[src/rtl/duel_sched_if.sv]
// Handshake bundle between the duel round sequencer and its surroundings:
// button/judge pulses in, question index, grant, timer, HP and winner out.
interface duel_sched_if;
  logic       start;
  logic       buzz1;
  logic       buzz2;
  logic       judg_valid;
  logic       judg_ok;
  logic [3:0] num;
  logic       q_load;
  logic [1:0] grant;
  logic [2:0] state;
  logic [3:0] time_left;
  logic [1:0] hp1;
  logic [1:0] hp2;
  logic [1:0] winner;

  modport master (
    output start, buzz1, buzz2, judg_valid, judg_ok,
    input  num, q_load, grant, state, time_left, hp1, hp2, winner
  );

  modport slave (
    input  start, buzz1, buzz2, judg_valid, judg_ok,
    output num, q_load, grant, state, time_left, hp1, hp2, winner
  );
endinterface

[src/rtl/duel_sched.sv]
// Two-player duel round sequencer: buzz arbitration with a tie pointer,
// per-second answer timer, HP bookkeeping and winner detection.
module duel_sched #(
  parameter int TICKS_PER_SEC = 50_000_000,
  parameter int ANS_SEC       = 9,
  parameter int HP_INIT       = 3,
  parameter int NUM_Q         = 16
) (
  input  logic        clk,
  input  logic        rst,
  duel_sched_if.slave bus
);
  localparam int TICK_W = (TICKS_PER_SEC > 1) ? $clog2(TICKS_PER_SEC) : 1;

  typedef enum logic [2:0] {
    IDLE   = 3'd0,
    LOAD   = 3'd1,
    OPEN   = 3'd2,
    ANSWER = 3'd3,
    RESULT = 3'd4,
    OVER   = 3'd5
  } state_t;

  state_t            state_reg;
  logic [3:0]        num_reg;
  logic [3:0]        time_left_reg;
  logic              q_load_reg;
  logic              tie_p2_reg;
  logic              verdict_reg;
  logic [1:0]        grant_reg;
  logic [1:0]        winner_reg;
  logic [1:0]        hp_reg  [2];
  logic [1:0]        hp_next [2];
  logic [TICK_W-1:0] tick_reg;
  logic              tick_wrap;

  assign tick_wrap = (tick_reg == TICK_W'(TICKS_PER_SEC - 1));

  // A player loses a point when it answered wrong or its opponent answered right.
  generate
    for (genvar gi = 0; gi < 2; gi++) begin : g_hp
      logic loses;
      assign loses       = grant_reg[gi] ? !verdict_reg : (grant_reg[1-gi] && verdict_reg);
      assign hp_next[gi] = (loses && hp_reg[gi] != 2'd0) ? hp_reg[gi] - 2'd1 : hp_reg[gi];
    end
  endgenerate

  always_ff @(posedge clk or posedge rst) begin
    if (rst) begin
      state_reg     <= IDLE;
      num_reg       <= 4'd0;
      time_left_reg <= 4'd0;
      q_load_reg    <= 1'b0;
      tie_p2_reg    <= 1'b0;
      verdict_reg   <= 1'b0;
      grant_reg     <= 2'b00;
      winner_reg    <= 2'b00;
      hp_reg[0]     <= 2'd0;
      hp_reg[1]     <= 2'd0;
      tick_reg      <= '0;
    end else begin
      q_load_reg <= 1'b0;
      case (state_reg)
        IDLE, OVER: begin
          if (bus.start) begin
            state_reg  <= LOAD;
            q_load_reg <= 1'b1;
            hp_reg[0]  <= 2'(HP_INIT);
            hp_reg[1]  <= 2'(HP_INIT);
            num_reg    <= 4'd0;
            winner_reg <= 2'b00;
            grant_reg  <= 2'b00;
          end
        end
        LOAD: begin
          state_reg <= OPEN;
          grant_reg <= 2'b00;
        end
        OPEN: begin
          if (bus.buzz1 || bus.buzz2) begin
            state_reg     <= ANSWER;
            time_left_reg <= 4'(ANS_SEC);
            tick_reg      <= '0;
            if (bus.buzz1 && bus.buzz2) begin
              grant_reg  <= tie_p2_reg ? 2'b10 : 2'b01;
              tie_p2_reg <= !tie_p2_reg;
            end else begin
              grant_reg <= {bus.buzz2, bus.buzz1};
            end
          end
        end
        ANSWER: begin
          if (tick_wrap) begin
            tick_reg      <= '0;
            time_left_reg <= time_left_reg - 4'd1;
          end else begin
            tick_reg <= tick_reg + 1'b1;
          end
          // The judge wins over a timeout landing in the same cycle.
          if (bus.judg_valid) begin
            verdict_reg <= bus.judg_ok;
            state_reg   <= RESULT;
          end else if (tick_wrap && time_left_reg == 4'd1) begin
            verdict_reg <= 1'b0;
            state_reg   <= RESULT;
          end
        end
        RESULT: begin
          hp_reg[0] <= hp_next[0];
          hp_reg[1] <= hp_next[1];
          grant_reg <= 2'b00;
          if (hp_next[0] == 2'd0) begin
            winner_reg <= 2'b10;
            state_reg  <= OVER;
          end else if (hp_next[1] == 2'd0) begin
            winner_reg <= 2'b01;
            state_reg  <= OVER;
          end else begin
            num_reg    <= (num_reg == 4'(NUM_Q - 1)) ? 4'd0 : num_reg + 4'd1;
            q_load_reg <= 1'b1;
            state_reg  <= LOAD;
          end
        end
        default: begin
          state_reg <= IDLE;
          grant_reg <= 2'b00;
        end
      endcase
    end
  end

  assign bus.state     = state_reg;
  assign bus.num       = num_reg;
  assign bus.q_load    = q_load_reg;
  assign bus.grant     = grant_reg;
  assign bus.time_left = time_left_reg;
  assign bus.hp1       = hp_reg[0];
  assign bus.hp2       = hp_reg[1];
  assign bus.winner    = winner_reg;
endmodule
[src/flat_wrapper.sv]
// flat-port wrapper written by rule: the top's interface ports become plain ports
module duel_sched_flat 
#(
  parameter int TICKS_PER_SEC = 50_000_000,
  parameter int ANS_SEC       = 9,
  parameter int HP_INIT       = 3,
  parameter int NUM_Q         = 16
)
  (clk, rst, bus_start, bus_buzz1, bus_buzz2, bus_judg_valid, bus_judg_ok, bus_num, bus_q_load, bus_grant, bus_state, bus_time_left, bus_hp1, bus_hp2, bus_winner);
  duel_sched_if bus_i ();
  input  logic clk;
  input  logic rst;
  input wire logic [$bits(bus_i.start)-1:0] bus_start;
  input wire logic [$bits(bus_i.buzz1)-1:0] bus_buzz1;
  input wire logic [$bits(bus_i.buzz2)-1:0] bus_buzz2;
  input wire logic [$bits(bus_i.judg_valid)-1:0] bus_judg_valid;
  input wire logic [$bits(bus_i.judg_ok)-1:0] bus_judg_ok;
  output wire logic [$bits(bus_i.num)-1:0] bus_num;
  output wire logic [$bits(bus_i.q_load)-1:0] bus_q_load;
  output wire logic [$bits(bus_i.grant)-1:0] bus_grant;
  output wire logic [$bits(bus_i.state)-1:0] bus_state;
  output wire logic [$bits(bus_i.time_left)-1:0] bus_time_left;
  output wire logic [$bits(bus_i.hp1)-1:0] bus_hp1;
  output wire logic [$bits(bus_i.hp2)-1:0] bus_hp2;
  output wire logic [$bits(bus_i.winner)-1:0] bus_winner;
  assign bus_i.start = bus_start;
  assign bus_i.buzz1 = bus_buzz1;
  assign bus_i.buzz2 = bus_buzz2;
  assign bus_i.judg_valid = bus_judg_valid;
  assign bus_i.judg_ok = bus_judg_ok;
  assign bus_num = bus_i.num;
  assign bus_q_load = bus_i.q_load;
  assign bus_grant = bus_i.grant;
  assign bus_state = bus_i.state;
  assign bus_time_left = bus_i.time_left;
  assign bus_hp1 = bus_i.hp1;
  assign bus_hp2 = bus_i.hp2;
  assign bus_winner = bus_i.winner;
  duel_sched #(.TICKS_PER_SEC(TICKS_PER_SEC), .ANS_SEC(ANS_SEC), .HP_INIT(HP_INIT), .NUM_Q(NUM_Q)) u_core (.clk(clk), .rst(rst), .bus(bus_i));
endmodule
[config.mk]
export PLATFORM = sky130hd
export DESIGN_NAME = duel_sched_flat
export DESIGN_NICKNAME = d
export VERILOG_FILES = /design/src/rtl/duel_sched_if.sv /design/src/rtl/duel_sched.sv /design/src/flat_wrapper.sv
export SDC_FILE = /design/constraint.sdc
export NUM_CORES = 1
export LEC_CHECK = 0
export CAP_MARGIN = 10
export CORE_ASPECT_RATIO = 0.8
export CORE_MARGIN = 3
export CORE_UTILIZATION = 55
export CTS_CLUSTER_DIAMETER = 60
export DETAILED_ROUTE_END_ITERATION = 10
export MAX_ROUTING_LAYER = met4
export PLACE_DENSITY = 0.77
export SLEW_MARGIN = 20
export SYNTH_ARGS = -nofsm -noshare
export SYNTH_HDL_FRONTEND = slang
export SYNTH_SLANG_ARGS = --single-unit
export TNS_END_PERCENT = 20
[constraint.sdc]
create_clock -name clk -period 4.8 [get_ports clk]
set_input_delay 0.96 -clock clk [delete_from_list [all_inputs] [get_ports clk]]
set_output_delay 0.96 -clock clk [all_outputs]
set_load 0.01 [all_outputs]
==> results.env <==
GRT_START_MAX_NET_PINS=49
ROUTE.ANTENNA.REMAINING_NETS=0
SYNTH.YOSYS.SEQ_AREA_SHARE=0.398
HOLD_VIOLATIONS=0
SYNTH_ENABLE_FLOP_CELLS=0
POST_SYNTH_INSTANCE_AREA_UM2=3020
DRT-PASS1-ITER-COUNT=5
FIRST_PASS_GRT_WIRE_LENGTH_UM=11900
CTS_MAX_PATH_BUFFERS=2
FINAL_GLOBAL_ROUTE_OVERFLOW_TOTAL=0
WORSTHOLDSTART='u_core.tie_p2_reg$_DFFE_PP0P_'
DATA_REQUIRED_TIME_OF_THE_CRITICAL_PATH_NS=5.00
YOSYSTOPAREACELL='sky130_fd_sc_hd__dfrtp_1'
CRITPATHKIND='input port to flip-flop'
NUM_VIAS=2752
PWR_DENSITY_CELL_nW_PER_UM2=467
FIRST_GLOBAL_VIAS=2475
INITIAL_UTILIZATION=0.586
HEIGHT_OF_THE_DIE_UM=72.3
POST_CTS_REPAIR_RESIZE_COUNT=0
PORT_BUFFERS=26
POST-CTS-SETUP-BUFFER-COUNT=0
YS_FF_LATCH=48
ANTENNA_VIOLATIONS_BEFORE_REPAIR=0
TIMING.HOLD.WS_NS=0.502
DIE-AREA_UM2=6420
CLOCK_SINKS=48
WORSTSETUPSTARTPOINTTYPE='input port'
YS_DOMINANT_REG_CELL='sky130_fd_sc_hd__dfrtp_1'
FLOW.AREA_GROWTH_FROM_SYNTHESIS_PCT=11.4
WORST_PIN_SLEW_NS=0.889
CRITICAL_PATH.REG2REG.ENDPOINT='u_core.bus.time_left[0]$_DFFE_PP0P_'
LEADING_POST_SYNTHESIS_CELLS_BY_CELL_AREA='sky130_fd_sc_hd__dfrtp_1 (40%), sky130_fd_sc_hd__a31oi_1 (3.9%), sky130_fd_sc_hd__o21ai_0 (3.8%)'
ANTENNADIODECOUNT=0
IOS=27
SYNTHMOSTINSTANTIATEDCELL='sky130_fd_sc_hd__dfrtp_1'
CORE_REGION_AREA_UM2=5150
RESULT_OF_THE_RUN='finished clean'
FP.DIEW_UM=88.8
CTS_CLK_PIN_SLEW_WORST_PATHS_NS=0.09
LEAK_PWR_nW=1.33
TIMING.CRITICAL_PATH.ARRIVAL_NS=2.84
GRT_SETUP_UNREPAIRED='false'
POSTSYNTHNETCOUNT=353
DRTITER0DRC=281
POWER_mW=1.57
WORST_SLACK_AT_PLACEMENT_NS=1.87
FLOORPLAN.ROWS=23
WORST_CLOCK_SKEW_NS=0.00764
CRIT_PATH_END_KIND='flip-flop'
POST-ROUTE-WORST-SETUP-SLACK_NS=2.16
SYNTH.DISTINCT_CELLS=66
CTS_BUFFERS=5
WL_UM=7060
PLACED_CELLS_INCL_TAPS=410
MIN-DELAY-PATH-CLASS='flip-flop to flip-flop'
MAX_TRANSITION_VIOLS_FINAL=0
SINK_OF_THE_WORST_HOLD_PATH='u_core.tie_p2_reg$_DFFE_PP0P_'
POST_DRT_VIA_CELL_RATIO=6.58
POST_ROUTE_CELLS_DRIVE_ABOVE_1_SHARE=0.0702
CTS_TREE='built'
GLOBAL_ROUTE.USAGE.TOTAL=0.241
FMAXACHIEVABLE_MHz=379
CTS_MAX_LEVEL=2
FILLCELLCOUNT=416
R2R-START='u_core.bus.state[2]$_DFFE_PP0P_'
FINISH.CELL_COUNT_WITHOUT_FILLERS=418
CTSROOTBUFFERMASTER='sky130_fd_sc_hd__clkbuf_8'
FIN_AREA_UM2=3360
WHS_PATH_DEPTH=1
FINISH.NET_COUNT=368
VDD_IR_DROP_MAX_V=0.000282
SETUP_VIOLATIONS=0
SETUP_TOTAL_NEGATIVE_SLACK_NS=0
TIMING.REG2REG.SETUP_SLACK_NS=2.24
TIMING.FINAL.CRIT_SHARE=0.550
YOSYS.AREA.TOP_TYPE_SHARE=0.398
DETAILEDPLACEMENTHPWL_UM=4960
WORSTPATHMAXFANOUT=11
FINALWORSTPATHREQUIREDPERIOD_NS=2.64
DPL-INSTANCE-AREA_UM2=3250
DRC=0
ROUTABILITYCONGESTION=0.897
DRV_CAP=0
CLK-INSERTION-DELAY-LATE_NS=0.31
MAXSLEWHEADROOM=0.408
YOSYS_WARNINGS=0
LARGEST_REGISTER_FF_COUNT=26
FINAL_CORE_UTIL=0.653
CTS_HOLD_BUFFERS=0
SYNTH.AVG_CELL_AREA_UM2=8.88
AVGROUTEDWIREPERCELL_UM=16.9
SYNTHCELLS=340
TIMING.REG2REG.WORST_PATH_DEPTH=5
NETLIST_TOP_CELLS_COUNT='sky130_fd_sc_hd__dfrtp_1 (48), sky130_fd_sc_hd__nand2_1 (27), sky130_fd_sc_hd__o21ai_0 (23), sky130_fd_sc_hd__nand3_1 (21), sky130_fd_sc_hd__nor2_1 (20)'
ASYNC_FLOP_SHARE=1.00
[cells by family (layout without fill, tap and decap cells)]
| group | Yosys count | after routing | share of synthesized area |
|---|---|---|---|
| simple gates | 149 | 149 | 0.284 |
| compound gates | 93 | 93 | 0.213 |
| flops | 48 | 48 | 0.398 |
| buf+inv | 38 | 54 | 0.0609 |
| fa+ha+maj | 7 | 7 | 0.0282 |
| xor+xnor | 3 | 3 | 0.00871 |
| mux | 2 | 2 | 0.00705 |
[worst max path at each step]
stage	from	to	slack, ns	cells past startpoint
4_1_cts	u_core.tick_reg[0]$_DFFE_PP0P_	u_core.bus.time_left[0]$_DFFE_PP0P_	2.06	6
6_report	bus_buzz2	u_core.bus.time_left[0]$_DFFE_PP0P_	2.16	5
2_1_floorplan	u_core.bus.hp1[0]$_DFFE_PP0P_	u_core.bus.num[1]$_DFFE_PP0P_	2.68	7
3_3_place_gp	bus_buzz2	u_core.bus.time_left[0]$_DFFE_PP0P_	1.96	5
5_1_grt	u_core.tick_reg[0]$_DFFE_PP0P_	u_core.bus.time_left[0]$_DFFE_PP0P_	2.05	6
3_5_place_dp	bus_buzz2	u_core.bus.time_left[0]$_DFFE_PP0P_	1.87	5
[where the power goes]
group	total [mW]	internal, mW	switching (mW)
clock network	0.292	0.155	0.137
registers	0.602	0.480	0.121
logic	0.678	0.288	0.390
total	1.57	0.923	0.649
[area by class of cell]
type	count	area [µm²]	share of cell area
sequential	48	1200	0.357
timing repair buffer	26	260	0.0774
tap	62	77.6	0.0231
clock buffer	6	72.6	0.0216
inverter	20	76.3	0.0227
clock inverter	2	35.0	0.0104
multi-input combinational	254	1640	0.488
[worst max-delay path, stage by stage]
cell                              delay [ns]
sky130_fd_sc_hd__clkdlybuf4s50_1        0.47
sky130_fd_sc_hd__o21ai_1                0.40
sky130_fd_sc_hd__nand2_1                0.37
sky130_fd_sc_hd__o21ai_0                0.27
sky130_fd_sc_hd__mux2_2                 0.37
[routing by layer]
layer  up-vias  track usage  share of wire
li1       1317            -              -
met5         -            -              0
met1      1323        0.368           0.50
met2       105        0.334           0.42
met4         0       0.0604          0.011
met3         7       0.0375          0.068
[layout by cell type, fill, tap and decap left out, types with 3 or more instances in the layout]
cell type	instances
sky130_fd_sc_hd__and2_1	4
sky130_fd_sc_hd__a22o_1	6
sky130_fd_sc_hd__nand2_1	27
sky130_fd_sc_hd__or3_1	8
sky130_fd_sc_hd__nand4_1	9
sky130_fd_sc_hd__and3_1	3
sky130_fd_sc_hd__clkbuf_8	5
sky130_fd_sc_hd__ha_1	6
sky130_fd_sc_hd__clkdlybuf4s50_1	26
sky130_fd_sc_hd__nor4b_1	3
sky130_fd_sc_hd__a211oi_1	4
sky130_fd_sc_hd__a32o_1	3
sky130_fd_sc_hd__o21a_1	3
sky130_fd_sc_hd__a21oi_1	8
sky130_fd_sc_hd__nor3_1	9
sky130_fd_sc_hd__or4_1	8
sky130_fd_sc_hd__nor2_1	20
sky130_fd_sc_hd__and4_1	3
sky130_fd_sc_hd__nand3_1	21
sky130_fd_sc_hd__o31ai_1	6
sky130_fd_sc_hd__o21ai_0	23
sky130_fd_sc_hd__a31oi_1	19
sky130_fd_sc_hd__o311ai_0	4
sky130_fd_sc_hd__nand2b_1	9
sky130_fd_sc_hd__dfrtp_1	48
sky130_fd_sc_hd__nor4_1	4
sky130_fd_sc_hd__inv_1	18
No activity file was read; power rests on OpenSTA's default activity.
==> variant: new RTL, config.mk and constraints unchanged <==
`TICKS_PER_SEC` is set to 50_000_000 in 2 places; all go to 100_000_000.
--- a/src/rtl/duel_sched.sv
+++ b/src/rtl/duel_sched.sv
@@ -1,7 +1,7 @@
 // Two-player duel round sequencer: buzz arbitration with a tie pointer,
 // per-second answer timer, HP bookkeeping and winner detection.
 module duel_sched #(
-  parameter int TICKS_PER_SEC = 50_000_000,
+  parameter int TICKS_PER_SEC = 100_000_000,
   parameter int ANS_SEC       = 9,
   parameter int HP_INIT       = 3,
   parameter int NUM_Q         = 16
--- a/src/flat_wrapper.sv
+++ b/src/flat_wrapper.sv
@@ -1,7 +1,7 @@
 // flat-port wrapper written by rule: the top's interface ports become plain ports
 module duel_sched_flat 
 #(
-  parameter int TICKS_PER_SEC = 50_000_000,
+  parameter int TICKS_PER_SEC = 100_000_000,
   parameter int ANS_SEC       = 9,
   parameter int HP_INIT       = 3,
   parameter int NUM_Q         = 16
Behaviour: no difference found for any inputs over 10 cycles, from zero or initial values and one cycle with rst high; that may be too few to reach the edited logic, so the function may still have changed.
==> variant against the original RTL <==
Worst setup slack got worse by 76 ps. Routed wire length shrank 10%. Global-route usage is 1.6 points lower. Cell area is 2.9% lower. Sequential cell count up 1. Count of clock-buffer cells in the layout decreased by 1. Synthesized area down 5.3%. Total power grew 2.2%.
==> variant: results (changes against the original RTL) <==
Finish
  • Total Nets Final: 338 (was 368)
  • Filler Cell Count: 379 (was 416)
  • Share of post-route cells with drive strength above 1: 9.20% (was 7.02%)

Route
  • Vias per cell: 6.11 (was 6.58)
  • Initial DRC count: 186 (was 281)
  • Final WL: 6.35 mm (was 7.06 mm)
  • WL met2: 2.74 mm (was 2.97 mm)
  • Wirelength per Cell: 16.5 um (was 16.9 um)
  • DRT Pass-1 Iters: 4 (was 5)

Yosys
  • Top cells by count, synth: 49 x dfrtp_1, 27 x nand2_1, 26 x o21ai_0 (was 48 x dfrtp_1, 27 x nand2_1, 23 x o21ai_0)
  • Post-synthesis xor/xnor area fraction: 4.29% (was 0.871%)
  • Mux cell area share after synthesis: 1.53% (was 0.705%)
  • Synthesized-area fraction occupied by adder cells: 2.63% (was 2.82%)
  • Synth warnings: 0 (unchanged)
  • Synth area leaders: dfrtp_1 43%, o21ai_0 4.6%, nand2_1 3.5%, a21oi_1 2.6%, ha_1 2.6% (was dfrtp_1 40%, a31oi_1 3.9%, o21ai_0 3.8%, nand3_1 3.5%, nand2_1 3.4%)
  • Seq/Total Area, Yosys: 42.9% (was 39.8%)
  • Mapped Avg Cell Area: 9.40 um^2 (was 8.88 um^2)
  • Synth Area in Compound Gates: 19.4% (was 21.3%)

Placed design
  • Dpl hpwl: 4.43 mm (was 4.96 mm)
  • Placed Instance Area: 3130 um^2 (was 3250 um^2)
  • Routability congestion estimate: 0.815 (was 0.897)
  • Pre-CTS setup slack: 1810 ps (was 1870 ps)
  • Placed Cells incl. Taps: 378 (was 410)

Global route
  • Met1 GRT Util: 34.3% (was 36.8%)
  • Met3 Resource Use GR: 4.01% (was 3.75%)
  • Largest net degree at the start of global routing: 50 (was 49)
  • Vias in the first global route: 2153 (was 2475)
  • Met2 Use GR: 30.7% (was 33.4%)
  • All-Layer GR Usage: 22.5% (was 24.1%)
  • First-pass GRT wire length: 10.6 mm (was 11.9 mm)

Outcome
  • Outcome: finished, final reports clean (unchanged)

Critical path
  • Worst r2r src: u_core.tick_reg[17] (was u_core.bus.state[2])
  • Crit-path slowest cell: nor4_4 (was clkdlybuf4s50_1)
  • CP max FO: 21 (was 11)
  • CP arrival: 2920 ps (was 2840 ps)
  • Worst Setup End Kind: register (unchanged)
  • R2R Setup Slk: 2090 ps (was 2240 ps)
  • Crit-path leading delay family: simple AND/OR/NAND/NOR gates (was compound AO/OA/AOI/OAI gates)
  • FF-to-FF path depth: 6 (was 5)

STA
  • FMAX: 0.368 GHz (was 0.379 GHz)
  • Slew margin rel.: 43.6% (was 40.8%)

Pwr
  • P_sw: 625 uW (was 649 uW)
  • Leakage Power: 0.00132 uW (was 0.00133 uW)

Worst hold path
  • Worst Hold Endpoint: u_core.tick_reg[7] (was u_core.tie_p2_reg)
==> variant: cell count changes in the layout (fill, tap and decap cells not counted), sizes merged, moves of 7 or more <==
cell   delta
or4      -10
a21oi     +7
nand3    -12
inv       -7
a31oi    -12
==> variant: logic make-up after synthesis <==
group / after synthesis
flip-flops: 49
XOR/XNOR: 14
multiplexers: 4
AND/OR/NAND/NOR: 121
AO/OA/AOI/OAI: 84
adder cells (fa/ha/maj): 6
buffers and inverters: 26
==> variant: layout make-up <==
type / count / area share [%]
tap: 60 / 2.30
timing repair buffer: 27 / 8.20
clock inverter: 3 / 1.99
inverter: 13 / 1.53
sequential: 49 / 37.5
clock buffer: 5 / 2.11
multi-input combinational: 229 / 46.3
==> variant: power by group through the flow <==
| stage | Clock (uW) | Sequential, uW | Combinational, uW |
|---|---|---|---|
| floorplan | 0 | 598 | 449 |
| global placement | 0 | 620 | 622 |
| detailed placement | 0 | 622 | 637 |
| CTS | 357 | 616 | 642 |
| global route | 374 | 635 | 708 |
| finish | 350 | 616 | 639 |
